$ cat src/rtl/instruction_set_op_pkg.sv
`default_nettype none
// ============================================================================
// Module      : instruction_set_op_pkg
// Description : Shared widths, A-mux select encodings and add/sub helper for
//               the accumulator datapath.
// Revision    : 1.0 - initial release
// ============================================================================
package instruction_set_op_pkg;

    localparam int c_DATA_W = 8;
    localparam int c_ADDR_W = 5;

    typedef enum logic [1:0] {
        ASEL_ADDSUB = 2'b00,
        ASEL_INPUT  = 2'b01,
        ASEL_MEM    = 2'b10,
        ASEL_ZERO   = 2'b11
    } asel_e;

    // Two's-complement A +/- M, wrapping modulo 2**c_DATA_W.
    function automatic logic [c_DATA_W-1:0] f_addsub(
        input logic [c_DATA_W-1:0] a,
        input logic [c_DATA_W-1:0] m,
        input logic                sub
    );
        logic [c_DATA_W-1:0] operand;
        logic [c_DATA_W-1:0] carry_in;
        operand  = sub ? ~m : m;
        carry_in = {{(c_DATA_W-1){1'b0}}, sub};
        return a + operand + carry_in;
    endfunction

endpackage : instruction_set_op_pkg
`default_nettype wire

$ cat src/rtl/instruction_set_op_if.sv
`default_nettype none
// ============================================================================
// Module      : instruction_set_op_if
// Description : Control/status bus between the control FSM (master) and the
//               accumulator datapath (slave).
// Revision    : 1.0 - initial release
// ============================================================================
interface instruction_set_op_if
    import instruction_set_op_pkg::*;
#(
    parameter int DATA_W = c_DATA_W,
    parameter int ADDR_W = c_ADDR_W
);

    logic [DATA_W-1:0] outputOfRAM;
    logic [DATA_W-1:0] input_data;
    logic [DATA_W-1:0] output_data;
    logic [1:0]        Asel;
    logic              Aload;
    logic              Sub;
    logic              Aeq0;
    logic              Apos;
    logic              MemWr;
    logic [ADDR_W-1:0] RAMAddress;

    modport master (
        output input_data,
        output Asel,
        output Aload,
        output Sub,
        output MemWr,
        output RAMAddress,
        input  outputOfRAM,
        input  output_data,
        input  Aeq0,
        input  Apos
    );

    modport slave (
        input  input_data,
        input  Asel,
        input  Aload,
        input  Sub,
        input  MemWr,
        input  RAMAddress,
        output outputOfRAM,
        output output_data,
        output Aeq0,
        output Apos
    );

endinterface : instruction_set_op_if
`default_nettype wire

$ cat src/rtl/instruction_set_op_ram.sv
`default_nettype none
// ============================================================================
// Module      : instruction_set_op_ram
// Description : 2**ADDR_W x DATA_W RAM, synchronous write, asynchronous read.
//               Optional macro RAM_CLEAR_ON_RESET_EN clears all words on reset.
// Revision    : 1.0 - initial release
// ============================================================================
module instruction_set_op_ram
    import instruction_set_op_pkg::*;
#(
    parameter int DATA_W = c_DATA_W,
    parameter int ADDR_W = c_ADDR_W
) (
    input  wire logic              Clock,
    input  wire logic              Reset,
    input  wire logic              i_we,
    input  wire logic [ADDR_W-1:0] i_addr,
    input  wire logic [DATA_W-1:0] i_wdata,
    output logic      [DATA_W-1:0] o_rdata
);

    localparam int c_DEPTH = 2 ** ADDR_W;

    logic [DATA_W-1:0] r_mem [c_DEPTH];

`ifdef RAM_CLEAR_ON_RESET_EN
    always_ff @(posedge Clock or negedge Reset) begin
        if (!Reset) begin
            for (int i = 0; i < c_DEPTH; i++) begin
                r_mem[i] <= '0;
            end
        end else if (i_we) begin
            r_mem[i_addr] <= i_wdata;
        end
    end
`else
    // No reset on storage; a write attempted while Reset is low is dropped.
    always_ff @(posedge Clock) begin
        if (Reset && i_we) begin
            r_mem[i_addr] <= i_wdata;
        end
    end
`endif

    assign o_rdata = r_mem[i_addr];

endmodule : instruction_set_op_ram
`default_nettype wire

$ cat src/rtl/instruction_set_op.sv
`default_nettype none
// ============================================================================
// Module      : instruction_set_op
// Description : Accumulator datapath: A register, 4:1 load mux, add/sub unit,
//               status flags and RAM. Honours macro RAM_CLEAR_ON_RESET_EN.
// Revision    : 1.0 - initial release
// ============================================================================
module instruction_set_op
    import instruction_set_op_pkg::*;
#(
    parameter int DATA_W = c_DATA_W,
    parameter int ADDR_W = c_ADDR_W
) (
    input wire logic             Clock,
    input wire logic             Reset,
    instruction_set_op_if.slave  bus
);

    logic [DATA_W-1:0] r_a;
    logic [DATA_W-1:0] w_ram_rdata;
    logic [DATA_W-1:0] w_addsub;
    logic [DATA_W-1:0] w_a_next;

    instruction_set_op_ram #(
        .DATA_W (DATA_W),
        .ADDR_W (ADDR_W)
    ) u_ram (
        .Clock   (Clock),
        .Reset   (Reset),
        .i_we    (bus.MemWr),
        .i_addr  (bus.RAMAddress),
        .i_wdata (r_a),
        .o_rdata (w_ram_rdata)
    );

    assign w_addsub = f_addsub(r_a, w_ram_rdata, bus.Sub);

    always_comb begin
        w_a_next = '0;
        case (asel_e'(bus.Asel))
            ASEL_ADDSUB: w_a_next = w_addsub;
            ASEL_INPUT:  w_a_next = bus.input_data;
            ASEL_MEM:    w_a_next = w_ram_rdata;
            ASEL_ZERO:   w_a_next = '0;
            default:     w_a_next = '0;
        endcase
    end

    always_ff @(posedge Clock or negedge Reset) begin
        if (!Reset) begin
            r_a <= '0;
        end else if (bus.Aload) begin
            r_a <= w_a_next;
        end
    end

    assign bus.outputOfRAM = w_ram_rdata;
    assign bus.output_data = r_a;
    assign bus.Aeq0        = (r_a == '0);
    assign bus.Apos        = ~r_a[DATA_W-1];

endmodule : instruction_set_op
`default_nettype wire

$ cat src/flat_wrapper.sv
// flat-port wrapper written by rule: the top's interface ports become plain ports
module instruction_set_op_flat import instruction_set_op_pkg::*;
#(
    parameter int DATA_W = c_DATA_W,
    parameter int ADDR_W = c_ADDR_W
)
  (Clock, Reset, bus_input_data, bus_Asel, bus_Aload, bus_Sub, bus_MemWr, bus_RAMAddress, bus_outputOfRAM, bus_output_data, bus_Aeq0, bus_Apos);
  instruction_set_op_if #(.DATA_W(DATA_W), .ADDR_W(ADDR_W)) bus_i ();
  input wire logic Clock;
  input wire logic Reset;
  input wire logic [$bits(bus_i.input_data)-1:0] bus_input_data;
  input wire logic [$bits(bus_i.Asel)-1:0] bus_Asel;
  input wire logic [$bits(bus_i.Aload)-1:0] bus_Aload;
  input wire logic [$bits(bus_i.Sub)-1:0] bus_Sub;
  input wire logic [$bits(bus_i.MemWr)-1:0] bus_MemWr;
  input wire logic [$bits(bus_i.RAMAddress)-1:0] bus_RAMAddress;
  output wire logic [$bits(bus_i.outputOfRAM)-1:0] bus_outputOfRAM;
  output wire logic [$bits(bus_i.output_data)-1:0] bus_output_data;
  output wire logic [$bits(bus_i.Aeq0)-1:0] bus_Aeq0;
  output wire logic [$bits(bus_i.Apos)-1:0] bus_Apos;
  assign bus_i.input_data = bus_input_data;
  assign bus_i.Asel = bus_Asel;
  assign bus_i.Aload = bus_Aload;
  assign bus_i.Sub = bus_Sub;
  assign bus_i.MemWr = bus_MemWr;
  assign bus_i.RAMAddress = bus_RAMAddress;
  assign bus_outputOfRAM = bus_i.outputOfRAM;
  assign bus_output_data = bus_i.output_data;
  assign bus_Aeq0 = bus_i.Aeq0;
  assign bus_Apos = bus_i.Apos;
  instruction_set_op #(.DATA_W(DATA_W), .ADDR_W(ADDR_W)) u_core (.Clock(Clock), .Reset(Reset), .bus(bus_i));
endmodule
$ cat config.mk
export PLATFORM = sky130hd
export DESIGN_NAME = instruction_set_op_flat
export DESIGN_NICKNAME = d
export VERILOG_FILES = /design/src/rtl/instruction_set_op_pkg.sv /design/src/rtl/instruction_set_op_if.sv /design/src/rtl/instruction_set_op_ram.sv /design/src/rtl/instruction_set_op.sv /design/src/flat_wrapper.sv
export SDC_FILE = /design/constraint.sdc
export NUM_CORES = 1
export LEC_CHECK = 0
export CORE_MARGIN = 10
export CORE_UTILIZATION = 55
export CTS_CLUSTER_SIZE = 10
export DETAILED_ROUTE_END_ITERATION = 16
export PLACE_DENSITY = 0.82
export SYNTH_ARGS = -nofsm -noshare
export SYNTH_HDL_FRONTEND = slang
export SYNTH_SLANG_ARGS = --single-unit
$ cat constraint.sdc
create_clock -name Clock -period 3.2 [get_ports Clock]
set_input_delay 0.64 -clock Clock [delete_from_list [all_inputs] [get_ports Clock]]
set_output_delay 0.64 -clock Clock [all_outputs]
set_load 0.05 [all_outputs]
## Word level (Yosys, flattened, before mapping)

Memories as Yosys holds them, arrays and structs flattened.
Cells that the tools add are included.

- Add/subtract/negate cells: 2
- Eq/ne operators: 3
- Multiplexer cells: 4
- Bitwise operators: 2
- Reductions and logical operators: 3

Operator list:

| cell | count |
|---|---|
| $pmux W8 S4 | 1 |
| $add A8 B1 Y8 | 1 |
| $add A8 B8 Y8 | 1 |
| $logic_not A8 Y1 | 1 |
| $mux W8 | 1 |
| $not A8 Y8 | 1 |
| $eq A2 B2 Y1 const B | 2 |
| $eq A2 B1 Y1 const B | 1 |
| $logic_not A2 Y1 | 1 |
| $mux W1 | 2 |
| $logic_and A1 B1 Y1 | 1 |
| $not A1 Y1 | 1 |

- Register bits after elaboration: 8
- Bits in writable memories: 256
- Output and inout bits: 18
- Logic and storage cells: 16
- Memories: 1

Memory list:

| name | depth | bits a word | rd ports | clocked after Yosys merged registers in | wr ports | RTL line | text |
|---|---|---|---|---|---|---|---|
| u_core.u_ram.r_mem | 32 | 8 | 1 | 0 | 1 | instruction_set_op_ram.sv:24 | `logic [DATA_W-1:0] r_mem [c_DEPTH];` |

## Depth between registers and ports, before layout

An unclocked memory read counts as a cell.

- Depth after elaboration: 6
- Mapped depth: 19

## Modules after synthesis

A second synthesis with hierarchy kept.

- Cells, all modules: 669
- Area total of the unflattened synthesis: 10910.5 µm²

By module, submodules not included:

| module | times used | cells each | area an instance (µm²) |
|---|---|---|---|
| instruction_set_op_ram | 1 | 570 | 10050.9 |
| instruction_set_op | 1 | 99 | 859.6 |

## Least setup slack after synthesis

No wires, ideal clock.

- Path kind: input-to-reg
- Start: input bus_RAMAddress[0]
- End: register u_core.r_a[6], in the netlist u_core.bus.output_data[6]
- Setup time: 82 ps
- Arrival time: 4260 ps
- Required time: 3118 ps
- Path slack: -1142 ps
- Stages on the path: 17
- Path buffers: 4
- Cells stage by stage: buf_6 > buf_12 > buf_6 > buf_6 > mux4_2 > a32oi_1 > o2111ai_1 > xor2_1 > ha_1 > nor2b_1 > o21a_1 > o21ai_0 > nand2b_1 > a21oi_1 > xnor2_1 > o211ai_1 > a31oi_1

- Longest elaborated chain between the ends: 6

RTL lines:

| what | RTL line | text |
|---|---|---|
| start: declaration | flat_wrapper.sv:16 | `input wire logic [$bits(bus_i.RAMAddress)-1:0] bus_RAMAddress;` |
| $mem_v2 Z32 W8 (*) | n/a |  |
| net bus_outputOfRAM[2] | flat_wrapper.sv:17 | `output wire logic [$bits(bus_i.outputOfRAM)-1:0] bus_outputOfRAM;` |
| $not A8 Y8 | instruction_set_op_pkg.sv:28 | `operand = sub ? ~m : m;` |
| $mux W8 (*) | instruction_set_op_pkg.sv:28 |  |
| $add A8 B8 Y8 (*) | instruction_set_op_pkg.sv:30 | `return a + operand + carry_in;` |
| $add A8 B1 Y8 (*) | instruction_set_op_pkg.sv:30 |  |
| $pmux W8 S4 (*) | instruction_set_op.sv:40 | `case (asel_e'(bus.Asel))` |
| end signal: assignment | instruction_set_op.sv:53 | `r_a <= w_a_next;` |
| end: declaration | instruction_set_op.sv:19 | `logic [DATA_W-1:0] r_a;` |

The timed path passes the listed nets; every way through them passes the cells marked *.
A chain may end at the register's enable or synchronous reset.

## Worst setup path after layout

- Start: input bus_RAMAddress[0]
- End: output bus_outputOfRAM[4]

- Longest elaborated chain between the ends: 1

RTL lines:

| what | RTL line |
|---|---|
| $mem_v2 Z32 W8 | n/a |
| end: declaration | flat_wrapper.sv:17 |

Every way passes these cells.

==> results.yml <==
clock_network:
  clkSlewWorstSetupHoldPaths_ns: 0.06
  worstSkewPairLatency_ns: 0.54
  cts.sinks: 264
  h-tree-depth: 1
  cts_buffers: 30
  cts_buffer_depth: 3
  clockRootBuffer: "clkbuf_16"
  tritoncts: "built"
synth:
  avgSynthCellArea_sq_um: 18.4
  seq_area_frac_synth: 0.707
  yosys_warnings: 0
  syn_area_sq_mm: 0.0112
  postSynthCellCount: 606
  async_flop_share: 0.0303
  ys.flop_type: "edfxtp_1"
  synth_seq_cells: 264
  synth_edf_count: 256
  synth_nets: 633
  synth_cell_types: 70
worst_setup_path:
  crit_type: "in -> out"
  worst-path-max-fanout: 9
  critical_path_arrival_ns: 2.58
  r2r-end: "u_core.bus.output_data[6]"
  start_kind: "input port"
  ff2ff_path_depth: 15
  crit_path_start: "bus_RAMAddress[0]"
  required_ns: 2.56
  rrSetupSlack_ns: 0.03
  rr_startpoint: "u_core.u_ram.r_mem[18][1]"
  crit_path_end_kind: "output pin"
status:
  violations: "setup timing"
  status: "finished, violations left"
power:
  p_seq_frac: 0.490
  leakagePower_nw: 4.77
  p_int_w: 0.00630
  power_density_mw_per_mm2: 610
  switching_share: 0.251
  ir_drop_uv: 478
  pwr-share-clk: 0.354
  p_switching_w: 0.00211
  combPwrFrac: 0.155
timing:
  setup_ws_ns: -0.0239
  worstMarginPinSlew_ns: 0.835
  maxSlewViolCount: 0
  rsz0062_at_grt: "yes"
  min_period_ns: 3.22
  relSlewSlack: 0.443
  finalSetupViolations: 2
  fin_skew_ns: 0.0188
  fin_setup_tns_ns: -0.0414
  min_period_over_period: 1.01
  max_freq_ghz: 0.310
  hold_viol_final: 0
global_routing:
  antenna_found_initial: 1
  grt_overflow_total: 0
  grt_max_degree: 34
  grtUsageTotal: 0.219
  grt_pass1_vias: 6804
  grt_pass1_wl_um: 43500
routing:
  vias: 6556
  dr.max_layer_used: "met4"
  first_iter_violations: 725
  drt_first_pass_iters: 5
  wl_um: 28800
  m1WireLength_um: 11500
  dr_wl_met2_um: 14300
  final_antenna_net_count: 0
  wl_met3_um: 2090
  via_per_inst: 6.14
  drc: 0
  routedWlPerCell_um: 27.0
layout:
  layout.nets: 809
  multi_input_area_sq_mm: 0.00308
  final-seq-area_sq_mm: 0.00789
  final_common_cell: "edfxtp_1"
  utilization: 0.685
  drive_gt1_frac: 0.348
  mostFrequentLayoutCells: "256 x edfxtp_1, 129 x buf_4, 57 x nor2_1"
  final_cells: 1068
  n_fill_cell: 1315
  syn_to_final_growth_pct: 23.4
  final_cell_area_sq_mm: 0.0138
placement:
  dp_slack_ns: -0.788
  postPlaceCellArea_sq_mm: 0.0127
  dp_hpwl_um: 19200
  gp_congestion: 0.957
  portBuffers: 37
  dp.cells: 1011
floorplanning:
  initial_utilization: 0.555
  io-pin-count: 38
  rows: 52
  fp.dieH_um: 162
  dieArea_sq_mm: 0.0264
  die_w_um: 162
  core_area_sq_mm: 0.0201
min_path:
  hold_path.class: "in -> async"
job:
  maxCapViolCount: 0
## Yosys cell counts (4+ instances only)
| master | number | area, sq um |
|---|---|---|
| a21oi_1 | 15 | 75.1 |
| a22oi_1 | 10 | 75.1 |
| a32oi_1 | 6 | 52.6 |
| buf_12 | 4 | 80.1 |
| buf_2 | 4 | 20.0 |
| buf_4 | 6 | 45.0 |
| buf_6 | 6 | 67.6 |
| clkbuf_1 | 7 | 26.3 |
| dfrtp_1 | 8 | 200 |
| edfxtp_1 | 256 | 7690 |
| ha_1 | 6 | 75.1 |
| inv_1 | 11 | 41.3 |
| mux2i_1 | 19 | 190 |
| mux4_1 | 8 | 210 |
| mux4_2 | 47 | 1060 |
| nand2_1 | 21 | 78.8 |
| nand2b_1 | 7 | 43.8 |
| nand3_1 | 11 | 55.1 |
| nand4_1 | 5 | 31.3 |
| nor2_1 | 57 | 214 |
| nor3_1 | 5 | 25.0 |
| nor3b_1 | 4 | 30.0 |
| o21ai_0 | 6 | 30.0 |
| xnor2_1 | 4 | 35.0 |
| xor2_1 | 6 | 52.6 |
## registers in the layout, summed over array words and instances (netlist names)
register,count
u_core.u_ram.r_mem,256
u_core.bus.output_data,8
## power groups by stage
stage / Sequential (W) / Combinational [W] / Clock [W]
5_1_grt: 0.00412 / 0.00138 / 0.00316
2_1_floorplan: 0.00427 / 0.000559 / 0
3_3_place_gp: 0.00418 / 0.00120 / 0
6_report: 0.00412 / 0.00131 / 0.00298
3_5_place_dp: 0.00419 / 0.00124 / 0
4_1_cts: 0.00412 / 0.00128 / 0.00302
## what timing repair did
action,CTS,global route
cloned,0,0
resized for setup,30,13
endpoints found under the setup margin,10,9
setup buffers,4,5
hold buffers,0,0
pin swaps,11,5
## how the worst max path moves through the flow
| stage | to | slack, ns | depth (start not counted) |
|---|---|---|---|
| 6_report | bus_outputOfRAM[4] | -0.02 | 9 |
| 5_1_grt | u_core.bus.output_data[6] | -0.18 | 15 |
| 4_1_cts | u_core.bus.output_data[6] | 0.01 | 15 |
| 3_5_place_dp | u_core.bus.output_data[6] | -0.79 | 16 |
| 3_3_place_gp | u_core.bus.output_data[6] | -0.74 | 16 |
| 2_1_floorplan | u_core.bus.output_data[6] | -0.93 | 18 |
## layer usage
| layer | vias up | global-route usage |
|---|---|---|
| met5 | - | 0 |
| met4 | 0 | 0.0798 |
| met3 | 58 | 0.0407 |
| li1 | 2805 | - |
| met2 | 300 | 0.353 |
| met1 | 3393 | 0.293 |
## logic make-up after synthesis
family	Yosys count	synth area share
flip-flops	264	0.707
AND/OR/NAND/NOR	132	0.0608
multiplexers	79	0.137
AO/OA/AOI/OAI	71	0.0494
buffers and inverters	43	0.0300
XOR/XNOR	10	0.00785
adder cells (fa/ha/maj)	7	0.00852
## critical path: stages
cell      delay [ns]
buf_16          0.13
buf_8           0.13
buf_4           0.12
mux4_2          0.54
a22o_1          0.27
a221oi_4        0.24
nand4_2         0.17
buf_4           0.19
buf_12          0.14
## per-stage QoR
step                power, W  hold WS, ns
floorplan            0.00483        0.344
global placement     0.00538        0.816
CTS                  0.00842        0.497
finish               0.00840        0.493
detailed placement   0.00543        0.836
global route         0.00867        0.503
## area by class of cell
type                    count  share of cell area
diodes                      1            0.000182
inverters                  11             0.00300
well taps                 270              0.0245
flip-flops and latches    264               0.573
multi-input cells         299               0.223
clock buffers              45              0.0602
repair buffers            176               0.115
clock inverters             2            0.000636
(Power assumes the default switching activity.)
